[src/rtl/pdp11_pkg.sv]
// Shared PDP-11 definitions: bus-unit state encoding, byte-lane codes, trap vectors.
// Pure declarations, no logic; imported by the bus unit and the control unit.
// Lane helper keeps the byte/word lane decode in one place.
package pdp11_pkg;

  typedef enum logic [1:0] {
    BU_IDLE = 2'd0,
    BU_BUS  = 2'd1,
    BU_DONE = 2'd2,
    BU_ERR  = 2'd3
  } bu_state_t;

  localparam logic [1:0] LANE_LO   = 2'b01;
  localparam logic [1:0] LANE_HI   = 2'b10;
  localparam logic [1:0] LANE_WORD = 2'b11;

  // Vector the control unit jumps through when the bus unit reports err.
  localparam logic [15:0] TRAP_BUSERR = 16'o4;

  // Byte-lane enables for an access: word uses both lanes, byte picks by addr[0].
  function automatic logic [1:0] lane_sel(input logic bytew, input logic a0);
    if (!bytew) return LANE_WORD;
    return a0 ? LANE_HI : LANE_LO;
  endfunction

endpackage

[src/rtl/bus_unit.sv]
// Memory bus adapter: datapath word/byte request -> wait-stated external bus cycle.
// Latency: ack 2 cycles after req with a zero-wait slave; odd-address err 1 cycle after req.
// Backpressure: slave stalls via bus_rdy (bounded by TIMEOUT); req only sampled in IDLE, never queued.
module bus_unit
  import pdp11_pkg::*;
#(
  parameter int TIMEOUT = 16,
  parameter int AW      = 16
) (
  input  logic          clk,
  input  logic          reset,
  input  logic          req,
  input  logic          we,
  input  logic          bytew,
  input  logic [AW-1:0] addr,
  input  logic [15:0]   wdata,
  output logic [15:0]   rdata,
  output logic          ack,
  output logic          err,
  output logic          err_odd,
  output logic [AW-1:0] bus_addr,
  output logic [15:0]   bus_wdata,
  output logic [1:0]    bus_lane,
  output logic          bus_rd,
  output logic          bus_wr,
  input  logic [15:0]   bus_rdata,
  input  logic          bus_rdy
);

  localparam int            CW       = $clog2(TIMEOUT);
  localparam logic [CW-1:0] CNT_LAST = CW'(TIMEOUT - 1);

  bu_state_t     state, state_nxt;
  logic [CW-1:0] cnt;
  logic          cap_we, cap_bytew, cap_hi;
  logic [AW-1:0] cap_addr;
  logic [15:0]   cap_wdata;
  logic [1:0]    cap_lane;

  logic req_odd, req_start, bus_done, bus_tmo;

  // Word access to an odd address is rejected before any bus cycle starts.
  assign req_odd   = (state == BU_IDLE) && req && !bytew && addr[0];
  assign req_start = (state == BU_IDLE) && req && !(!bytew && addr[0]);
  // Ready wins over timeout when both land in the same cycle.
  assign bus_done  = (state == BU_BUS) && bus_rdy;
  assign bus_tmo   = (state == BU_BUS) && !bus_rdy && (cnt == CNT_LAST);

  // State register; reset drops the strobes immediately since they decode from state.
  always_ff @(posedge clk or negedge reset) begin
    if (!reset) state <= BU_IDLE;
    else        state <= state_nxt;
  end

  // Next-state decode.
  always_comb begin
    state_nxt = state;
    case (state)
      BU_IDLE: begin
        if (req_odd)        state_nxt = BU_ERR;
        else if (req_start) state_nxt = BU_BUS;
      end
      BU_BUS: begin
        if (bus_done)     state_nxt = BU_DONE;
        else if (bus_tmo) state_nxt = BU_ERR;
      end
      BU_DONE: state_nxt = BU_IDLE;
      BU_ERR:  state_nxt = BU_IDLE;
      default: state_nxt = BU_IDLE;
    endcase
  end

  // Wait counter: runs only while the bus cycle is active, cleared otherwise.
  always_ff @(posedge clk or negedge reset) begin
    if (!reset)                cnt <= '0;
    else if (state == BU_BUS)  cnt <= cnt + CW'(1);
    else                       cnt <= '0;
  end

  // Capture the request so bus outputs stay stable through the whole bus cycle.
  always_ff @(posedge clk or negedge reset) begin
    if (!reset) begin
      cap_we    <= 1'b0;
      cap_bytew <= 1'b0;
      cap_hi    <= 1'b0;
      cap_addr  <= '0;
      cap_wdata <= '0;
      cap_lane  <= '0;
    end else if (req_start) begin
      cap_we    <= we;
      cap_bytew <= bytew;
      cap_hi    <= addr[0];
      cap_addr  <= {addr[AW-1:1], 1'b0};
      cap_wdata <= bytew ? {wdata[7:0], wdata[7:0]} : wdata;
      cap_lane  <= lane_sel(bytew, addr[0]);
    end
  end

  // Read data latches on read completion only; byte reads are zero-extended.
  always_ff @(posedge clk or negedge reset) begin
    if (!reset) begin
      rdata <= '0;
    end else if (bus_done && !cap_we) begin
      if (cap_bytew) rdata <= {8'h00, (cap_hi ? bus_rdata[15:8] : bus_rdata[7:0])};
      else           rdata <= bus_rdata;
    end
  end

  // Error qualifier, updated only when a new error is raised.
  always_ff @(posedge clk or negedge reset) begin
    if (!reset)       err_odd <= 1'b0;
    else if (req_odd) err_odd <= 1'b1;
    else if (bus_tmo) err_odd <= 1'b0;
  end

  assign ack       = (state == BU_DONE);
  assign err       = (state == BU_ERR);
  assign bus_addr  = cap_addr;
  assign bus_wdata = cap_wdata;
  assign bus_lane  = cap_lane;
  assign bus_rd    = (state == BU_BUS) && !cap_we;
  assign bus_wr    = (state == BU_BUS) && cap_we;

endmodule

[config.mk]
export PLATFORM = sky130hd
export DESIGN_NAME = bus_unit
export DESIGN_NICKNAME = d
export VERILOG_FILES = /design/src/rtl/pdp11_pkg.sv /design/src/rtl/bus_unit.sv
export SDC_FILE = /design/constraint.sdc
export NUM_CORES = 1
export LEC_CHECK = 0
export CORE_ASPECT_RATIO = 1.75
export CORE_UTILIZATION = 35
export DETAILED_ROUTE_END_ITERATION = 6
export PLACE_DENSITY_LB_ADDON = 0.08
export SLEW_MARGIN = 0
export SYNTH_ARGS = -nofsm -noshare
export SYNTH_HDL_FRONTEND = slang
export SYNTH_SLANG_ARGS = --single-unit
[constraint.sdc]
create_clock -name clk -period 1.35 [get_ports clk]
set_input_delay 0.3375 -clock clk [delete_from_list [all_inputs] [get_ports clk]]
set_output_delay 0.3375 -clock clk [all_outputs]
set_load 0.02 [all_outputs]
# Word-level counts from Yosys, hierarchy flattened
# Index checks and enable logic that the tools add are counted.
# word_totals
elab_cells	52
regBits	59
output_inout_bits	55
# op_classes
eq_ne	6
addsub	1
n_reduce_logical	19
mux	16
# op_table
op	n
16-bit 2-to-1 mux	2
2-bit 2-to-1 mux	7
1-bit logical AND	11
8-bit 2-to-1 mux	1
3-bit != test (second input constant)	2
2-bit one-hot mux with 3 select lines	1
4-bit by 1-bit adder with 4-bit output (second input constant)	1
2-bit == test (second input constant)	2
4-bit == test (second input constant)	1
1-bit zero test	4
1-bit 2-to-1 mux	4
4-bit 2-to-1 mux	1
2-bit by 1-bit == test with 1-bit output (second input constant)	1
2-bit zero test	1
2-bit AND reduction	1
2-bit nonzero test	1
2-bit OR reduction	1

# Longest topological paths before layout
# Gate-level depths: netlist of run 1.
# logic_depth
depth_word	7
mapped_depth	6
mapped_depth_nobuf	4

# Least setup slack after synthesis of run 1
# OpenSTA, ideal clock, no wires.
# synth_path
path_type	reg2reg
start	reg state[1]
end	reg cap_addr[13], in the netlist bus_addr[13]
t_required_ns	1.225
stages_incl_launch_ff	6
period_less_slack_ns	1.424
path_slack_ns	-0.074
setup_time_ns	0.125
n_path_buf	2
arrival_ns	1.299
path_cell_list	dfrtp_1 nor3b_2 nand2b_1 buf_6 buf_6 mux2_4
# synth_between
elab_chain_cells	3
# synth_lines
item	line_no	text
from (decl)	bus_unit.sv:33	bu_state_t state, state_nxt;
from (signal assigned)	bus_unit.sv:52	else state <= state_nxt;
2-bit zero test	bus_unit.sv:44	assign req_start = (state == BU_IDLE) && req && !(!bytew && addr[0]);
1-bit logical AND (2 in series)	bus_unit.sv:44	
to (signal assigned)	bus_unit.sv:93	cap_addr <= {addr[AW-1:1], 1'b0};
to (decl)	bus_unit.sv:36	logic [AW-1:0] cap_addr;
# Every way passes these cells.
# A chain may end at the register's enable or synchronous reset.

# Worst setup path after layout of run 1
# layout_path
start	reg state[1]
end	reg cap_addr[1], in the netlist bus_addr[1]
# Same word-level chain as after synthesis.

==> metrics.md, run 1 <==
| Metric | Value |
|---|---|
| Outcome | `complete, but fails checks` |
| Failing checks | `setup timing` |
| Startpoint Class | `register` |
| Bufs and invs on worst path | `2` |
| CTS tree | `built` |
| Post-Synthesis Cells | `205` |
| Sink Count | `about 60` |
| Clk slew on worst S/H paths | `0.05 ns` |
| CP peak stage delay | `0.39 ns` |
| Post-DP HPWL | `4300 um` |
| Final WL | `around 6100 um` |
| Worst setup margin | `-0.119 ns` |
| Worst setup path class | `register to register` |
| Tmin final | `1.47 ns` |
| Commonest non-fill, non-tap cells in the layout | `dfrtp_1, clkdlybuf4s50_1, clkbuf_2` |
| Placed instance area | `3770 sq um` |
| Boundary pin count | `109` |
| Most common cell after layout, fill and taps aside | `dfrtp_1` |
| Die width | `approximately 66 um` |
| Post-place setup slack | `-0.488 ns` |
| Slowest-stage cell, CP | `dfrtp_1` |
| Cell family with most CP delay | `flip-flops` |
| Avg Synthesized Cell Area | `12.4 sq um` |
| Post-synth top area cell | `dfrtp_1` |
| CTS buffer count | `9` |
| Worst hold-check path type | `input port to async pin` |
| Setup TNS | `-2.99 ns` |
| Final ANT Viol Nets | `0` |
| DIE AREA | `7590 sq um` |
| Post-synthesis cell type count | `31` |
| # Max-Cap Violations | `0` |
| Area Growth Syn to Fin | `58.7%` |
| Routed vias | `approximately 1,900` |
| Final-report hold violation count | `0` |
| Post-Syn Area | `2530 sq um` |
| Count of pins over their slew limit | `0` |
| Largest net degree at the start of global routing | `60` |
| Peak Freq | `0.681 GHz` |
| Period utilisation layout | `1.09` |
| Die H | `115 um` |
| Tot GR Track Use | `0.168` |
| Critical Path AT | `1.66 ns` |
| Vias in the first global route | `1,855` |
| Core footprint | `6910 sq um` |
| Final-report setup violation count | `35` |
| RSZ-0062 raised after global routing | `yes` |
| DR vias/cell | `4.67` |
| Number of synthesized register bits | `59` |
| Drt wl/cell | `around 15 um` |
| Cell Chain, Critical Path | `buf_6, nor3b_4, nand2b_4, clkbuf_16, mux2_4` |
| Global-route wire length before repair | `9240 um` |
| Grt ovf | `0` |
| Share of the synthesized area in the top cell type | `0.583` |
| PwrDens | `2260 nW/um^2` |
| Port Buffers | `107` |
| Sequential area share after synthesis | `0.583` |
| Nets | `382` |
| Initial Util | `0.367` |
| Post-route cell area | `4020 sq um` |
| Crit path required time | `around 1.5 ns` |
| Drt drc | `0` |
| Critical path peak fanout | `8` |
| Root Driver | `clkbuf_16` |
| CTS max path bufs | `2` |
| Diode count | `0` |
| Pre-antenna DRT Iters | `4` |
| Starting DRT DRC Count | `75` |
| Clk_lat worst skew | `between 0.3 and 0.4 ns` |
| # rows | `40` |
| H-tree lvl count | `3` |
| Share of cells above drive strength 1 | `0.328` |
| CP endpoint kind | `register` |
| Post-synth net total | `260` |
| Peak VDD IR | `0.000949 V` |
| Clk_skew | `0.00555 ns` |
| Leading post-synthesis cells by cell area | `dfrtp_1, mux2_4, o21ai_0, mux2i_1, nand2_1` |
| Antenna violations before repair | `0` |
| Yosys warning count | `0` |
| Hold buffer count at CTS | `0` |
| P_leak | `1.93 nW` |
| GP Congestion | `0.725` |
[state kept, by name, summed over array words and instances, names as in the netlist]
name,cells
bus_lane,2
cap_hi,1
cap_we,1
state,2
rdata,16
err_odd,1
bus_wdata,16
bus_addr,15
cnt,4
cap_bytew,1
[cell usage after synthesis (all sizes together)]
| cell | n |
|---|---|
| clkbuf | 5 |
| buf | 7 |
| nand2b | 2 |
| nand4bb | 1 |
| nor3b | 1 |
| inv | 3 |
| nand2 | 28 |
| or3b | 1 |
| nor2b | 2 |
| a21o | 1 |
| dfrtp | 59 |
| xnor2 | 1 |
| a21oi | 1 |
| conb | 1 |
| nand3 | 2 |
| mux2 | 24 |
| o31ai | 1 |
| mux2i | 16 |
| nor2 | 8 |
| ha | 1 |
| and2 | 1 |
| a22oi | 1 |
| o21ai | 35 |
| a31oi | 1 |
| xor2 | 1 |
| clkinv | 1 |
[through the flow]
| step | power (mW) | hold WS [ns] | util | cells |
|---|---|---|---|---|
| after detailed placement | 7.54 | 0.370 | 0.546 | 397 |
| final | 9.09 | 0.0191 | 0.582 | 413 |
| after floorplan | 5.35 | 0.0419 | - | 205 |
| after CTS | 9.24 | 0.0329 | 0.588 | 411 |
| after global placement | 7.49 | 0.370 | 0.546 | 397 |
| after global routing | 9.66 | 0.0435 | 0.582 | 413 |
[worst reg2reg max path, cell delays in order, from the launching register on]
cell	delay, ns
dfrtp_1	0.39
buf_6	0.14
nor3b_4	0.22
nand2b_4	0.12
clkbuf_16	0.19
mux2_4	0.29
[cells by family (layout without fill, tap and decap cells)]
| group | Yosys count | count (layout) | synth area share |
|---|---|---|---|
| mux | 40 | 40 | 0.201 |
| buf+inv | 16 | 140 | 0.0375 |
| compound gates | 40 | 40 | 0.0825 |
| simple gates | 46 | 46 | 0.0825 |
| fa+ha+maj | 1 | 1 | 0.00494 |
| other cells | 1 | 1 | 0.00148 |
| flops | 59 | 59 | 0.583 |
| xor+xnor | 2 | 2 | 0.00692 |
[routing by layer]
metal,vias up,track usage,wire length [um]
li1,940,-,-
met1,904,0.201,2350
met2,79,0.274,3320
met3,5,0.0528,391
met4,0,0.0681,56
met5,-,0,0
[area by class of cell]
| cell class | instances | area [sq um] |
|---|---|---|
| Inverter | 4 | 15.0 |
| Clock buffer | 13 | 250 |
| Timing Repair Buffer | 123 | 1130 |
| Multi-Input combinational cell | 130 | 1040 |
| Fill cell | 621 | 2890 |
| Tap cell | 84 | 105 |
| Sequential cell | 59 | 1480 |
[final timing paths]
check	from	endpoint	slack, ns	depth (start not counted)
max in group asynchronous	reset	state[0]	1.05	2
max reg2reg	state[1]	bus_addr[1]	-0.12	5
min in group clk	addr[0]	cap_hi	0.44	4
min reg2reg	cnt[0]	cnt[0]	0.45	1
max	state[1]	bus_addr[1]	-0.12	5
min	reset	rdata[4]	0.02	2
[where the power goes]
group          internal, mW  switching (mW)  leakage (nW)  total, mW
Combinational          1.95            2.11          1.09       4.06
Clock                  1.26           0.670         0.122       1.93
Sequential             2.60           0.506         0.718       3.11
[what timing repair did]
| item | in CTS | in global routing |
|---|---|---|
| gates cloned | 0 | 1 |
| buffers inserted | 1 | 1 |
| endpoints found under the setup margin | 90 | 70 |
| pin swaps | 8 | 3 |
| gates resized for setup | 145 | 53 |
(Power assumes the default switching activity.)
==> run 2: changes to the inputs <==
--- a/config.mk
+++ b/config.mk
@@ -6,7 +6,7 @@
 export NUM_CORES = 1
 export LEC_CHECK = 0
 export CORE_ASPECT_RATIO = 1.75
-export CORE_UTILIZATION = 35
+export CORE_UTILIZATION = 38
 export DETAILED_ROUTE_END_ITERATION = 6
 export PLACE_DENSITY_LB_ADDON = 0.08
 export SLEW_MARGIN = 0
==> run 2 against run 1 <==
Net effect:
- the flow still finishes with violations (setup timing)
- via count up 1.2%
- sequential power fell by 1%
- clock power grew 6%
- cell count is 0.24% higher
- power decreased by 0.17%
- critical path depth stayed put
- wire length shrank 6.5%
- count of clock-buffer cells in the layout is 1 higher
- register-to-register slack barely moved
- combinational power down 3%
- worst setup slack worse by 0.015 ns
- critical path type unchanged
- largest power group unchanged
- highest routed layer unchanged
==> metrics.md, run 2 (synthesis results as in run 1) <==
| Metric | Value |
|---|---|
| Outcome | `complete, but fails checks` |
| Failing checks | `setup timing` |
| Bufs and invs on worst path | `2 (unchanged)` |
| P_leak | `1.93 nW (+0.13%)` |
| Period utilisation layout | `1.10 (+0.0109)` |
| Sink Count | `59 (unchanged)` |
| Antenna violations before repair | `0 (unchanged)` |
| Grt ovf | `0 (unchanged)` |
| Largest net degree at the start of global routing | `33 (-45%)` |
| Cell family with most CP delay | `flip-flops` |
| # Max-Cap Violations | `0 (unchanged)` |
| Area Growth Syn to Fin | `58.5% (about the same)` |
| Multi-input gate area | `1010 sq um (-2.8%)` |
| Drt drc | `0 (unchanged)` |
| Clk_lat worst skew | `0.32 ns (about the same)` |
| Post-Route Utilization | `0.619 (+0.0368)` |
| GP Congestion | `0.674 (-7.0%)` |
| Starting DRT DRC Count | `123 (+64%)` |
| Crit path required time | `1.55 ns (about the same)` |
| Pre-antenna DRT Iters | `4 (unchanged)` |
| Commonest non-fill, non-tap cells in the layout | `dfrtp_1, clkdlybuf4s50_1, nand2_1` |
| Share of cells above drive strength 1 | `0.286 (-0.0421)` |
| Routed vias | `1,951 (+1.2%)` |
| Worst setup margin | `-0.134 ns (-0.0147 ns)` |
| CTS buffer count | `9 (unchanged)` |
| Root Driver | `clkbuf_16` |
| Nets | `382 (unchanged)` |
| Peak VDD IR | `0.00121 V (+27%)` |
| Worst setup path class | `register to register` |
| DIE AREA | `7010 sq um (-7.7%)` |
| Post-DP HPWL | `4180 um (-2.8%)` |
| Die width | `63.7 um (-3.9%)` |
| Global-route wire length before repair | `9260 um (+0.22%)` |
| Psw | `3.26 mW (-0.68%)` |
| RSZ-0062 raised after global routing | `yes` |
| Final-report hold violation count | `0 (unchanged)` |
| Drt wl/cell | `13.8 um (-6.7%)` |
| Tot GR Track Use | `0.178 (+0.0102)` |
| Total setup buffers inserted after CTS | `0 (-1)` |
| Final-report setup violation count | `40 (+14%)` |
| PwrDens | `2260 nW/um^2 (about the same)` |
| Tmin final | `1.48 ns (+0.0147 ns)` |
| Placed cell count | `397 (unchanged)` |
| Final ANT Viol Nets | `0 (unchanged)` |
| Fillers | `573 (-7.7%)` |
| Vias in the first global route | `1,924 (+3.7%)` |
| # rows | `39 (-2.5%)` |
| Initial Util | `0.390 (+0.0235)` |
| Diode count | `0 (unchanged)` |
| Seq pwr share | `0.338 (-0.004)` |
| Post-place setup slack | `-0.510 ns (-0.0225 ns)` |
| Die H | `110 um (-4.0%)` |
| Final WL | `5720 um (-6.5%)` |
| Clk_skew | `0.00794 ns (+0.00239 ns)` |
| CP endpoint kind | `register` |
| Count of pins over their slew limit | `0 (unchanged)` |
| Slowest-stage cell, CP | `dfrtp_1` |
| Critical Path AT | `1.69 ns (+0.03 ns)` |
| Sequential cell area | `1480 sq um (unchanged)` |
| Comb pwr share | `0.436 (-0.010)` |
| Most common cell after layout, fill and taps aside | `dfrtp_1` |
| Critical path peak fanout | `24 (+16)` |
| H-tree lvl count | `3 (unchanged)` |
| Sw Ratio | `0.360 (-0.00183)` |
| Clock Power Share | `0.226 (+0.014)` |
| Non-Filler Instances | `414 (+0.24%)` |
| Peak Freq | `0.674 GHz (-0.99%)` |
| Worst hold-check path type | `input port to register` |
| Core footprint | `6490 sq um (-6.0%)` |
| CTS max path bufs | `2 (unchanged)` |
| CP peak stage delay | `0.39 ns (about the same)` |
| Clk slew on worst S/H paths | `0.05 ns (about the same)` |
| Boundary pin count | `109 (unchanged)` |
| CTS tree | `built` |
| DR vias/cell | `4.71 (+0.95%)` |
| Startpoint Class | `register` |
| Port Buffers | `107 (unchanged)` |
| Int Pwr | `5.81 mW (+0.12%)` |
| Cell Chain, Critical Path | `buf_6, nor3b_4, nand2b_4, buf_12, mux2_4` |
==> run 2: changes by cell type in the layout (fill, tap and decap cells not counted), moves of 3 or more <==
cell | previous run | this run
clkbuf_2 | 29 | 26
clkdlybuf4s15_1 | 15 | 21
o21ai_0 | 18 | 27
clkdlybuf4s15_2 | 6 | 3
o21ai_2 | 7 | 0
==> run 2: worst register-to-register path, cell delays in order, from the launching register on <==
cell	delay [ns]
dfrtp_1	0.39
buf_6	0.14
nor3b_4	0.25
nand2b_4	0.10
buf_12	0.18
mux2_4	0.31
==> run 2: layer usage <==
metal / vias to the layer above / track usage / routed length (um)
met1: 922 / 0.198 / 2280
li1: 940 / - / -
met3: 11 / 0.0381 / 299
met4: 0 / 0.122 / 139
met2: 78 / 0.302 / 3000
met5: - / 0 / 0
==> run 2: worst paths after layout <==
path | start | slack [ns] | cells past startpoint | end
setup reg to reg | state[1] | -0.13 | 5 | bus_addr[6]
hold / removal | addr[0] | 0.36 | 3 | cap_hi
hold reg to reg | cnt[0] | 0.47 | 1 | cnt[0]
min in group asynchronous | reset | 0.43 | 2 | rdata[12]
setup / recovery | state[1] | -0.13 | 5 | bus_addr[6]
max in group asynchronous | reset | 0.48 | 3 | bus_wdata[4]
==> run 2: area by class of cell <==
class,instances,share of cell area
clock inverters,2,0.00249
well taps,82,0.0256
multi-input cells,130,0.253
inverters,4,0.00374
clock buffers,14,0.0658
flip-flops and latches,59,0.368
repair buffers,123,0.282
==> run 2: power groups by stage <==
stage | Combinational, mW | Clock, mW | Sequential, mW
2_1_floorplan | 1.40 | 0 | 3.95
3_3_place_gp | 4.40 | 0 | 3.05
3_5_place_dp | 4.46 | 0 | 3.05
4_1_cts | 4.13 | 2.10 | 3.06
5_1_grt | 4.27 | 2.19 | 3.19
6_report | 3.95 | 2.05 | 3.07
==> run 2: stage by stage <==
stage / hold WS [ns] / setup TNS [ns] / total power [mW] / instance area [sq um]
4_1_cts: 0.417 / -5.17 / 9.29 / 4100
2_1_floorplan: 0.0419 / -1.53 / 5.35 / 2530
3_5_place_dp: 0.230 / -19.20 / 7.50 / 3790
3_3_place_gp: 0.229 / -18.72 / 7.45 / 3790
5_1_grt: 0.417 / -6.72 / 9.64 / 4020
6_report: 0.363 / -3.98 / 9.07 / 4020
==> run 2: repair_timing <==
| action | in CTS | in global routing |
|---|---|---|
| hold endpoints to repair | 7 | 0 |
| setup endpoints to repair | 90 | 67 |
| pin swaps | 0 | 1 |
| hold buffers | 1 | 0 |
| gates resized for setup | 134 | 43 |
==> run 3: changes to the inputs <==
==> constraint.sdc (replaced) <==
create_clock -name clk -period 1.35 [get_ports clk]
set_input_delay 0.2025 -clock clk [delete_from_list [all_inputs] [get_ports clk]]
set_output_delay 0.2025 -clock clk [all_outputs]
set_load 0.02 [all_outputs]
==> run 3 against run 2 <==
Net effect:
- the flow still finishes with violations (setup timing)
- combinational power rose by 3%
- count of clock-buffer cells in the layout rose by 1
- cell count did not move
- global-route usage fell by 0.31 points
- via count rose by 0.67%
- critical path depth fell by 1
- sequential cell count did not move
- non-clock buffer count did not move
- hold slack improved by 0.045 ns
- sequential share of layout area fell by 0.69 points
- sequential power barely moved
- critical path type unchanged
- critical endpoint is now bus_addr[4]
- largest cell class unchanged
==> metrics.md, run 3 (synthesis results as in run 1) <==
| Metric | Value |
|---|---|
| Worst setup path class | `register to register` |
| Worst hold-check path type | `input port to async pin` |
| GP Congestion | `0.696 (+3.2%)` |
| # rows | `39 (unchanged)` |
| Vias in the first global route | `1,918 (-0.31%)` |
| Initial Util | `0.390 (unchanged)` |
| Port Buffers | `107 (unchanged)` |
| PwrDens | `2260 nW/um^2 (about the same)` |
| Drt wl/cell | `14.0 um (+1.6%)` |
| Die H | `110 um (unchanged)` |
| Final hold slack | `0.407 ns (+0.0446 ns)` |
| Worst setup margin | `-0.0581 ns (+0.0756 ns)` |
| Peak Freq | `0.710 GHz (+5.4%)` |
| Area Growth Syn to Fin | `61.7%` |
| CP peak stage delay | `0.44 ns (+0.05 ns)` |
| Drt drc | `0 (unchanged)` |
| Clk slew on worst S/H paths | `0.05 ns (about the same)` |
| Starting DRT DRC Count | `91 (-26%)` |
| Failing checks | `setup timing` |
| CTS tree | `built` |
| RSZ-0062 raised after global routing | `yes` |
| CTS max path bufs | `2 (unchanged)` |
| Cell Chain, Critical Path | `nor3b_4, nand2b_2, buf_4, mux2_4` |
| Sink Count | `59 (unchanged)` |
| Tot GR Track Use | `0.175 (-0.00314)` |
| CTS buffer count | `9 (unchanged)` |
| Bufs and invs on worst path | `1 (-1)` |
| Root Driver | `clkbuf_16` |
| Die width | `63.7 um (unchanged)` |
| Largest net degree at the start of global routing | `60 (+82%)` |
| Clk_lat worst skew | `0.32 ns (about the same)` |
| Commonest non-fill, non-tap cells in the layout | `dfrtp_1, clkdlybuf4s50_1, dlygate4sd2_1` |
| Routed vias | `1,964 (+0.67%)` |
| Clk_skew | `0.00352 ns (-0.00442 ns)` |
| R2R Setup Slk | `-0.06 ns (+0.08 ns)` |
| Critical Path AT | `1.61 ns (-0.08 ns)` |
| Nets | `382 (unchanged)` |
| Fillers | `538 (-6.1%)` |
| Pre-antenna DRT Iters | `4 (unchanged)` |
| Most common cell after layout, fill and taps aside | `dfrtp_1` |
| Startpoint Class | `register` |
| Core footprint | `6490 sq um (unchanged)` |
| Crit path required time | `1.56 ns (about the same)` |
| Post-route cell area | `4100 sq um (+2.0%)` |
| H-tree lvl count | `3 (unchanged)` |
| Peak VDD IR | `0.00137 V (+13%)` |
| Global-route wire length before repair | `9030 um (-2.5%)` |
| Share of cells above drive strength 1 | `0.208 (-0.0783)` |
| Final-report hold violation count | `0 (unchanged)` |
| Period utilisation layout | `1.04 (-0.0560)` |
| P_leak | `2.00 nW (+3.3%)` |
| Placed instance area | `3750 sq um (-1.1%)` |
| Post-DP HPWL | `4020 um (-3.8%)` |
| CP endpoint kind | `register` |
| Final WL | `5810 um (+1.6%)` |
| Outcome | `complete, but fails checks` |
| Slowest-stage cell, CP | `dfrtp_2` |
| Sequential cell area | `1480 sq um (about the same)` |
| Final ANT Viol Nets | `0 (unchanged)` |
| Post-Route Utilization | `0.631 (+0.0123)` |
| DIE AREA | `7010 sq um (unchanged)` |
| Grt ovf | `0 (unchanged)` |
| Tmin final | `1.41 ns (-0.0756 ns)` |
| # Max-Cap Violations | `0 (unchanged)` |
| DR vias/cell | `4.74 (+0.67%)` |
| Final-report setup violation count | `28 (-30%)` |
| Count of pins over their slew limit | `0 (unchanged)` |
| Critical path peak fanout | `6 (-75%)` |
| Multi-input gate area | `1020 sq um (+0.12%)` |
| Diode count | `0 (unchanged)` |
| Cell family with most CP delay | `flip-flops` |
| Boundary pin count | `109 (unchanged)` |
| Antenna violations before repair | `0 (unchanged)` |
run 3: cell types whose count changed in the layout (fill, tap and decap cells not counted), moves of 3 or more:
cell,delta
clkdlybuf4s15_1,-21
clkdlybuf4s15_2,-3
dlygate4sd2_1,+50
clkbuf_2,-26
run 3: area by class of cell:
| class | instances | share of cell area |
|---|---|---|
| Sequential cell | 59 | 0.361 |
| Inverter | 4 | 0.00367 |
| Clock buffer | 15 | 0.0703 |
| Multi-Input combinational cell | 130 | 0.248 |
| Timing Repair Buffer | 123 | 0.291 |
| Clock inverter | 1 | 0.00122 |
| Tap cell | 82 | 0.0251 |
run 3: path summary, 6_finish.rpt:
path,cells after the start,to,from
worst max-delay path,4,bus_addr[4],state[1]
worst min-delay path,3,rdata[4],reset
worst max register to register,4,bus_addr[4],state[1]
worst min register to register,1,cnt[0],cnt[0]
max in group asynchronous,3,state[1],reset
min in group clk,1,cnt[0],cnt[0]
run 3: report_power, final:
| group | leakage [nW] | switching (mW) | total (mW) | internal (mW) |
|---|---|---|---|---|
| clock network | 0.146 | 0.719 | 2.15 | 1.44 |
| logic | 1.14 | 2.10 | 4.07 | 1.96 |
| registers | 0.717 | 0.445 | 3.04 | 2.60 |
run 3: what timing repair did:
action / in CTS / in global routing
resized for setup: 70 / 27
hold endpoints to repair: 59 / 0
pin swaps: 1 / 2
gates cloned: 0 / 1
endpoints found under the setup margin: 90 / 43
setup buffers: 0 / 1
hold buffers: 1 / 0
run 3: worst min-delay path, delay by kind of cell:
family / cells / cell delay (ns)
buffers and inverters: 3 / 0.91
run 3: per-stage QoR:
step,setup TNS [ns],power [mW],setup slack [ns],cells
after floorplan,-1.53,5.35,-0.0742,205
after global placement,-12.62,7.42,-0.369,395
after detailed placement,-12.74,7.47,-0.375,395
after CTS,-3.03,9.14,-0.110,412
after global routing,-3.17,9.83,-0.133,414
final,-1.05,9.26,-0.0581,414
run 3: metal layers:
| layer | wire length [um] | track usage | vias to the layer above | share of wire |
|---|---|---|---|---|
| met5 | 0 | 0 | - | 0 |
| met4 | 117 | 0.0877 | 0 | 0.020 |
| met3 | 353 | 0.0607 | 9 | 0.061 |
| met2 | 2970 | 0.293 | 76 | 0.51 |
| met1 | 2360 | 0.197 | 937 | 0.41 |
| li1 | - | - | 942 | - |
